### config.mk
export PLATFORM = sky130hd
export DESIGN_NAME = multicycle_ctrl
export DESIGN_NICKNAME = d
export VERILOG_FILES = /design/src/rtl/multicycle_ctrl.sv
export SDC_FILE = /design/constraint.sdc
export NUM_CORES = 1
export LEC_CHECK = 0
export ABC_CLOCK_PERIOD_IN_PS = 2500
export BUFFER_PORTS_ARGS = -buffer_cell sky130_fd_sc_hd__buf_2
export CELL_PAD_IN_SITES_DETAIL_PLACEMENT = 0
export CELL_PAD_IN_SITES_GLOBAL_PLACEMENT = 2
export CORE_ASPECT_RATIO = 0.6
export CORE_MARGIN = 2
export CORE_UTILIZATION = 30
export CTS_CLUSTER_DIAMETER = 200
export CTS_CLUSTER_SIZE = 14
export DETAILED_ROUTE_END_ITERATION = 8
export PLACE_DENSITY = 0.8
export RECOVER_POWER = 100
export SLEW_MARGIN = 5
export SYNTH_ARGS = -nofsm -noshare
export SYNTH_HDL_FRONTEND = slang
export SYNTH_SLANG_ARGS = --single-unit
### constraint.sdc
create_clock -name clk -period 2.5 [get_ports clk]
set_clock_uncertainty 0.1 [all_clocks]
set_input_delay 0.625 -clock clk [delete_from_list [all_inputs] [get_ports clk]]
set_output_delay 0.625 -clock clk [all_outputs]
set_load 0.02 [all_outputs]
### src/rtl/multicycle_ctrl.sv
// Main control FSM of the multi-cycle MIPS core: sequences FETCH/DECODE/EXEC/MEM/WB and drives datapath enables.
// Define MCTRL_ILLEGAL_TRAP_EN to trap undecoded opcodes in TRAP (adds illegal_op); otherwise they retire as NOPs.
module multicycle_ctrl #(
    parameter int unsigned MEM_TIMEOUT = 15
) (
    input  logic       clk,
    input  logic       rst_n,
    input  logic [5:0] opcode,
    input  logic       mem_ready,
    output logic       pc_write,
    output logic       pc_write_cond,
    output logic       i_or_d,
    output logic       mem_read,
    output logic       mem_write,
    output logic       ir_write,
    output logic       mem_to_reg,
    output logic       reg_dst,
    output logic       reg_write,
    output logic       alu_src_a,
    output logic [1:0] alu_src_b,
    output logic [1:0] pc_source,
    output logic [2:0] alu_op,
    output logic       mem_err,
    output logic [3:0] state_o
`ifdef MCTRL_ILLEGAL_TRAP_EN
    ,
    output logic       illegal_op
`endif
);

    typedef enum logic [3:0] {
        S_FETCH    = 4'd0,
        S_DECODE   = 4'd1,
        S_MEM_ADDR = 4'd2,
        S_MEM_RD   = 4'd3,
        S_MEM_WB   = 4'd4,
        S_MEM_WR   = 4'd5,
        S_R_EXEC   = 4'd6,
        S_R_WB     = 4'd7,
        S_I_EXEC   = 4'd8,
        S_I_WB     = 4'd9,
        S_BRANCH   = 4'd10,
        S_JUMP     = 4'd11,
        S_TRAP     = 4'd12
    } state_e;

    localparam logic [5:0] OP_RTYPE = 6'b000000;
    localparam logic [5:0] OP_J     = 6'b000010;
    localparam logic [5:0] OP_BEQ   = 6'b000100;
    localparam logic [5:0] OP_ADDIU = 6'b001001;
    localparam logic [5:0] OP_ANDI  = 6'b001100;
    localparam logic [5:0] OP_ORI   = 6'b001101;
    localparam logic [5:0] OP_LUI   = 6'b001111;
    localparam logic [5:0] OP_LW    = 6'b100011;
    localparam logic [5:0] OP_SW    = 6'b101011;

    localparam logic [3:0] TIMEOUT_LAST = 4'(MEM_TIMEOUT - 1);
    localparam logic [3:0] TIMEOUT_MAX  = 4'(MEM_TIMEOUT);

    state_e     state_q, state_d;
    logic [3:0] cnt_q, cnt_d;
    logic [5:0] op_q, op_d;
    logic       mem_err_q, mem_err_d;
    logic       mem_state_s;
    logic       mem_wait_s;
    logic       timeout_s;
    logic       fetch_ack_s;

    // A wait only counts in states that are actually talking to memory.
    assign mem_state_s = (state_q == S_FETCH) || (state_q == S_MEM_RD) || (state_q == S_MEM_WR);
    assign mem_wait_s  = mem_state_s & ~mem_ready;
    assign timeout_s   = mem_wait_s & (cnt_q >= TIMEOUT_LAST);
    // Reset must never let a stray mem_ready load IR or PC.
    assign fetch_ack_s = mem_ready & rst_n;

    assign mem_err = mem_err_q;
    assign state_o = state_q;

    // State register, wait counter, opcode latch and sticky error flag.
    always_ff @(posedge clk or negedge rst_n) begin
        if (!rst_n) begin
            state_q   <= S_FETCH;
            cnt_q     <= 4'd0;
            op_q      <= 6'd0;
            mem_err_q <= 1'b0;
        end else begin
            state_q   <= state_d;
            cnt_q     <= cnt_d;
            op_q      <= op_d;
            mem_err_q <= mem_err_d;
        end
    end

    // Next-state, opcode capture and wait-counter update.
    always_comb begin
        state_d   = state_q;
        op_d      = op_q;
        mem_err_d = mem_err_q | timeout_s;
        case (state_q)
            S_FETCH: begin
                if (mem_ready) begin
                    state_d = S_DECODE;
                end else begin
                    state_d = S_FETCH;
                end
            end
            S_DECODE: begin
                op_d = opcode;
                case (opcode)
                    OP_LW, OP_SW:                       state_d = S_MEM_ADDR;
                    OP_RTYPE:                           state_d = S_R_EXEC;
                    OP_BEQ:                             state_d = S_BRANCH;
                    OP_J:                               state_d = S_JUMP;
                    OP_ADDIU, OP_ORI, OP_ANDI, OP_LUI:  state_d = S_I_EXEC;
`ifdef MCTRL_ILLEGAL_TRAP_EN
                    default:                            state_d = S_TRAP;
`else
                    default:                            state_d = S_FETCH;
`endif
                endcase
            end
            S_MEM_ADDR: begin
                if (op_q == OP_LW) begin
                    state_d = S_MEM_RD;
                end else if (op_q == OP_SW) begin
                    state_d = S_MEM_WR;
                end else begin
                    state_d = S_FETCH;
                end
            end
            S_MEM_RD: begin
                if (mem_ready) begin
                    state_d = S_MEM_WB;
                end else if (timeout_s) begin
                    state_d = S_FETCH;
                end else begin
                    state_d = S_MEM_RD;
                end
            end
            S_MEM_WR: begin
                if (mem_ready || timeout_s) begin
                    state_d = S_FETCH;
                end else begin
                    state_d = S_MEM_WR;
                end
            end
            S_R_EXEC: state_d = S_R_WB;
            S_I_EXEC: state_d = S_I_WB;
            S_MEM_WB, S_R_WB, S_I_WB, S_BRANCH, S_JUMP: state_d = S_FETCH;
`ifdef MCTRL_ILLEGAL_TRAP_EN
            S_TRAP:   state_d = S_TRAP;
`endif
            default:  state_d = S_FETCH;
        endcase

        // A timed-out fetch stays in FETCH, so the counter saturates rather than clearing.
        if (state_d != state_q) begin
            cnt_d = 4'd0;
        end else if (mem_wait_s && (cnt_q != TIMEOUT_MAX)) begin
            cnt_d = cnt_q + 4'd1;
        end else begin
            cnt_d = cnt_q;
        end
    end

    // Datapath enables decoded from the current state.
    always_comb begin
        pc_write      = 1'b0;
        pc_write_cond = 1'b0;
        i_or_d        = 1'b0;
        mem_read      = 1'b0;
        mem_write     = 1'b0;
        ir_write      = 1'b0;
        mem_to_reg    = 1'b0;
        reg_dst       = 1'b0;
        reg_write     = 1'b0;
        alu_src_a     = 1'b0;
        alu_src_b     = 2'b00;
        pc_source     = 2'b00;
        alu_op        = 3'b000;
`ifdef MCTRL_ILLEGAL_TRAP_EN
        illegal_op    = 1'b0;
`endif
        case (state_q)
            S_FETCH: begin
                mem_read  = 1'b1;
                alu_src_b = 2'b01;
                ir_write  = fetch_ack_s;
                pc_write  = fetch_ack_s;
            end
            S_DECODE: begin
                alu_src_b = 2'b11;
            end
            S_MEM_ADDR: begin
                alu_src_a = 1'b1;
                alu_src_b = 2'b10;
            end
            S_MEM_RD: begin
                mem_read = 1'b1;
                i_or_d   = 1'b1;
            end
            S_MEM_WB: begin
                reg_write  = 1'b1;
                mem_to_reg = 1'b1;
            end
            S_MEM_WR: begin
                mem_write = 1'b1;
                i_or_d    = 1'b1;
            end
            S_R_EXEC: begin
                alu_src_a = 1'b1;
                alu_op    = 3'b010;
            end
            S_R_WB: begin
                reg_write = 1'b1;
                reg_dst   = 1'b1;
            end
            S_I_EXEC: begin
                alu_src_a = 1'b1;
                alu_src_b = 2'b10;
                case (op_q)
                    OP_ADDIU: alu_op = 3'b011;
                    OP_ORI:   alu_op = 3'b100;
                    OP_ANDI:  alu_op = 3'b101;
                    OP_LUI:   alu_op = 3'b110;
                    default:  alu_op = 3'b000;
                endcase
            end
            S_I_WB: begin
                reg_write = 1'b1;
            end
            S_BRANCH: begin
                alu_src_a     = 1'b1;
                alu_op        = 3'b001;
                pc_write_cond = 1'b1;
                pc_source     = 2'b01;
            end
            S_JUMP: begin
                pc_write  = 1'b1;
                pc_source = 2'b10;
            end
`ifdef MCTRL_ILLEGAL_TRAP_EN
            S_TRAP: begin
                illegal_op = 1'b1;
            end
`endif
            default: begin
                pc_write = 1'b0;
            end
        endcase
    end

endmodule

==> impl_metrics.py <==
metrics = {
    "outcome": {
        "outcome": "finished, final reports clean",
    },
    "clock_tree": {
        "cts_tree": "done",
        "cts.reportedPaths.clkPinSlew_ns": 0.06,
        "root_cell_of_the_clock_tree": "sky130_fd_sc_hd__clkbuf_8",
        "cts_max_level": 1,
        "holdBufCountCts": 0,
        "cts-root-to-sink-buffers": 2,
        "clkLatencyLatePin_ns": 0.25,
        "cts-buffers-inserted": 3,
        "cts.sinks": 15,
    },
    "finish": {
        "synthToLayoutAreaGrowth_pct": 23.3,
        "antenna_cells": 0,
        "final_core_utilization_pct": 38.0,
        "layout.nets": 195,
        "layout.cells.non_filler": 233,
        "drive_gt1_share_pct": 28.4,
        "filler_cell_count": 424,
    },
    "timing": {
        "timing_worst_slew_pin_value_ns": 0.838,
        "slew_violations": 0,
        "final_worst_path_period_share_pct": 97.1,
        "layout_min_cycle_time_ns": 2.43,
        "timing.max_slew.rel_slack_pct": 44.1,
        "hold_viol_final": 0,
        "setup_viol_count_final": 0,
        "rsz0062_at_grt": "false",
        "timing.fmax_mhz": 412,
        "layout_setup_ws_ns": 0.0734,
        "setup-tns-final_ns": 0,
    },
    "job": {
        "drv_cap": 0,
    },
    "global_route": {
        "number_of_global_route_vias_before_repair": 1115,
        "grt_antenna_before_repair": 0,
        "track_usage_pct": 15.9,
        "grt_pass1_wl_mm": 5.76,
        "grt_overflow_total": 0,
        "pin_count_of_the_biggest_net_entering_global_routing": 19,
    },
    "pwr": {
        "power-per-cell-area_nw_per_um2": 654,
        "p_leak_nw": 0.606,
        "max-vdd-ir-drop_mv": 0.241,
    },
    "worst_setup_path": {
        "critical_path_required_ns": 1.77,
        "worstSetupStartpointType": "flop",
        "timing_worst_setup_path_type": "flop to primary output",
        "cp-end-kind": "primary output",
        "worstPathMaxFanout": 3,
        "cp.arrival_ns": 1.70,
    },
    "route": {
        "drt_pre_antenna_iters": 4,
        "remaining_drc_errors": 0,
        "first_iter_violations": 44,
        "dr_vias": 1283,
        "drt.antenna.violating_nets": 0,
        "detail_route.wl_per_cell_um": 15.4,
        "wl_mm": 3.59,
        "via_per_inst": 5.51,
    },
    "floorplan": {
        "number_of_top_level_design_ports": 31,
        "standard_cell_core_area_um2": 4030,
        "chipWidth_um": 87.0,
        "std_cell_rows": 18,
        "die_area_um2": 4680,
        "initial_utilization_pct": 30.8,
        "die_h_um": 53.8,
    },
    "synthesis": {
        "yosys.cell_types.count": 47,
        "total_number_of_yosys_warnings": 0,
        "synth-seq-cells": 15,
        "synth_most_common_cell": "sky130_fd_sc_hd__nor2_1",
        "synthCells": 147,
        "post_syn_area_per_cell_um2": 8.44,
        "mappedNetlistNets": 158,
        "most_frequent_cells_after_synthesis": "sky130_fd_sc_hd__nor2_1 (16), sky130_fd_sc_hd__dfrtp_1 (15), sky130_fd_sc_hd__nor3_1 (9), sky130_fd_sc_hd__a21oi_1 (7), sky130_fd_sc_hd__nand2b_1 (7)",
        "yosys.area.top_type_share_pct": 30.2,
        "netlist.top_cell.by_area": "sky130_fd_sc_hd__dfrtp_1",
        "async_flop_share_pct": 100,
        "post_synthesis_instance_area_um2": 1240,
        "ys_seq_area_share_pct": 30.2,
        "yosys_most_used_dff": "sky130_fd_sc_hd__dfrtp_1",
        "synth_area_leaders": "sky130_fd_sc_hd__dfrtp_1 (30%), sky130_fd_sc_hd__mux2_2 (5.4%), sky130_fd_sc_hd__nor2_1 (4.8%), sky130_fd_sc_hd__nor3_1 (3.6%), sky130_fd_sc_hd__nand2b_1 (3.5%)",
        "synth-edff-count": 0,
    },
    "place": {
        "gp_routability_congestion": 0.822,
        "place_ws_ns": 0.171,
        "half_perimeter_wire_length_after_placement_mm": 2.73,
        "dpl.cell_count": 225,
        "buffer_ports.inserted": 30,
    },
    "worst_hold_path": {
        "hp-class": "flop to flop",
    },
}
-- state kept, by name, summed over array words and instances (netlist names) --
signal	flops
cnt_q	4
state_o	4
op_q	6
mem_err	1
-- what timing repair did --
| action | 4_1_cts | 5_1_grt |
|---|---|---|
| endpoints found under the setup margin | 2 | 2 |
| resized for setup | 5 | 3 |
| setup buffers | 0 | 4 |
| pin swaps | 0 | 1 |
| cloned | 0 | 0 |
-- power breakdown --
| part | leakage [nW] | switching (mW) | total, mW | internal, mW |
|---|---|---|---|---|
| Combinational | 0.392 | 0.225 | 0.408 | 0.183 |
| Sequential | 0.188 | 0.0866 | 0.392 | 0.306 |
| Clock | 0.0255 | 0.0898 | 0.200 | 0.111 |
| Total | 0.606 | 0.402 | 1.00 | 0.599 |
-- metrics by stage --
step / total power, mW / hold slack, ns / area, um^2
after floorplan: 0.672 / 0.229 / 1270
after global placement: 0.793 / 0.358 / 1490
after detailed placement: 0.804 / 0.359 / 1490
after CTS: 1.01 / 0.228 / 1550
after global routing: 1.06 / 0.397 / 1530
final: 1.00 / 0.373 / 1530
-- path summary, 6_finish.rpt --
| kind | startpoint | to | slack (ns) | cells after the start |
|---|---|---|---|---|
| max reg2reg | state_o[1] | cnt_q[1] | 0.15 | 6 |
| min in group asynchronous | rst_n | op_q[0] | 0.47 | 2 |
| min reg2reg | mem_err | mem_err | 0.37 | 1 |
| min | mem_err | mem_err | 0.37 | 1 |
| max in group asynchronous | rst_n | state_o[2] | 1.26 | 2 |
| max | state_o[2] | alu_op[1] | 0.07 | 5 |
-- logic make-up (layout without fill, tap and decap cells) --
logic type,count (synthesis),in the layout,share of synthesized area [%]
flip-flops,15,15,30.2
XOR/XNOR,5,5,3.53
AND/OR/NAND/NOR,73,73,33.8
multiplexers,6,6,5.44
adder cells (fa/ha/maj),2,2,2.02
buffers and inverters,14,50,5.85
AO/OA/AOI/OAI,32,32,19.2
-- cell type report --
| class | instances | area [um^2] | share of cell area, % |
|---|---|---|---|
| Timing Repair Buffer | 44 | 226 | 14.8 |
| Multi-Input combinational cell | 118 | 808 | 52.8 |
| Clock inverter | 1 | 5.00 | 0.327 |
| Clock buffer | 3 | 41.3 | 2.70 |
| Sequential cell | 15 | 379 | 24.8 |
| Tap cell | 50 | 62.6 | 4.09 |
| Inverter | 2 | 7.51 | 0.491 |
-- worst max-delay path, cell delays in order (launching register included) --
cell and delay [ns]:
sky130_fd_sc_hd__dfrtp_2 0.42, sky130_fd_sc_hd__nor2b_4 0.13, sky130_fd_sc_hd__nand3_2 0.11, sky130_fd_sc_hd__or4b_4 0.51, sky130_fd_sc_hd__a21oi_4 0.12, sky130_fd_sc_hd__buf_4 0.15
-- routing by layer --
metal / up-vias / track usage [%] / share of wire (%)
met1: 618 / 25.5 / 53
met2: 51 / 22.0 / 39
met3: 5 / 0.613 / 5.6
li1: 609 / - / -
met4: 0 / 6.25 / 1.5
met5: - / 0 / 0
-- layout by cell type (no fill, tap or decap), drive strengths merged, types with 3 or more instances in the layout --
cell and n:
a21oi 7, buf 24, clkbuf 23, dfrtp 15, mux2 6, nand2 6, nand2b 7, nand3 6
nand3b 4, nor2 16, nor2b 4, nor3 9, nor3b 3, nor4b 3, o21ai 5, o22ai 3
or2 6, xnor2 3
Note: power is estimated with default switching activity, not from simulation.
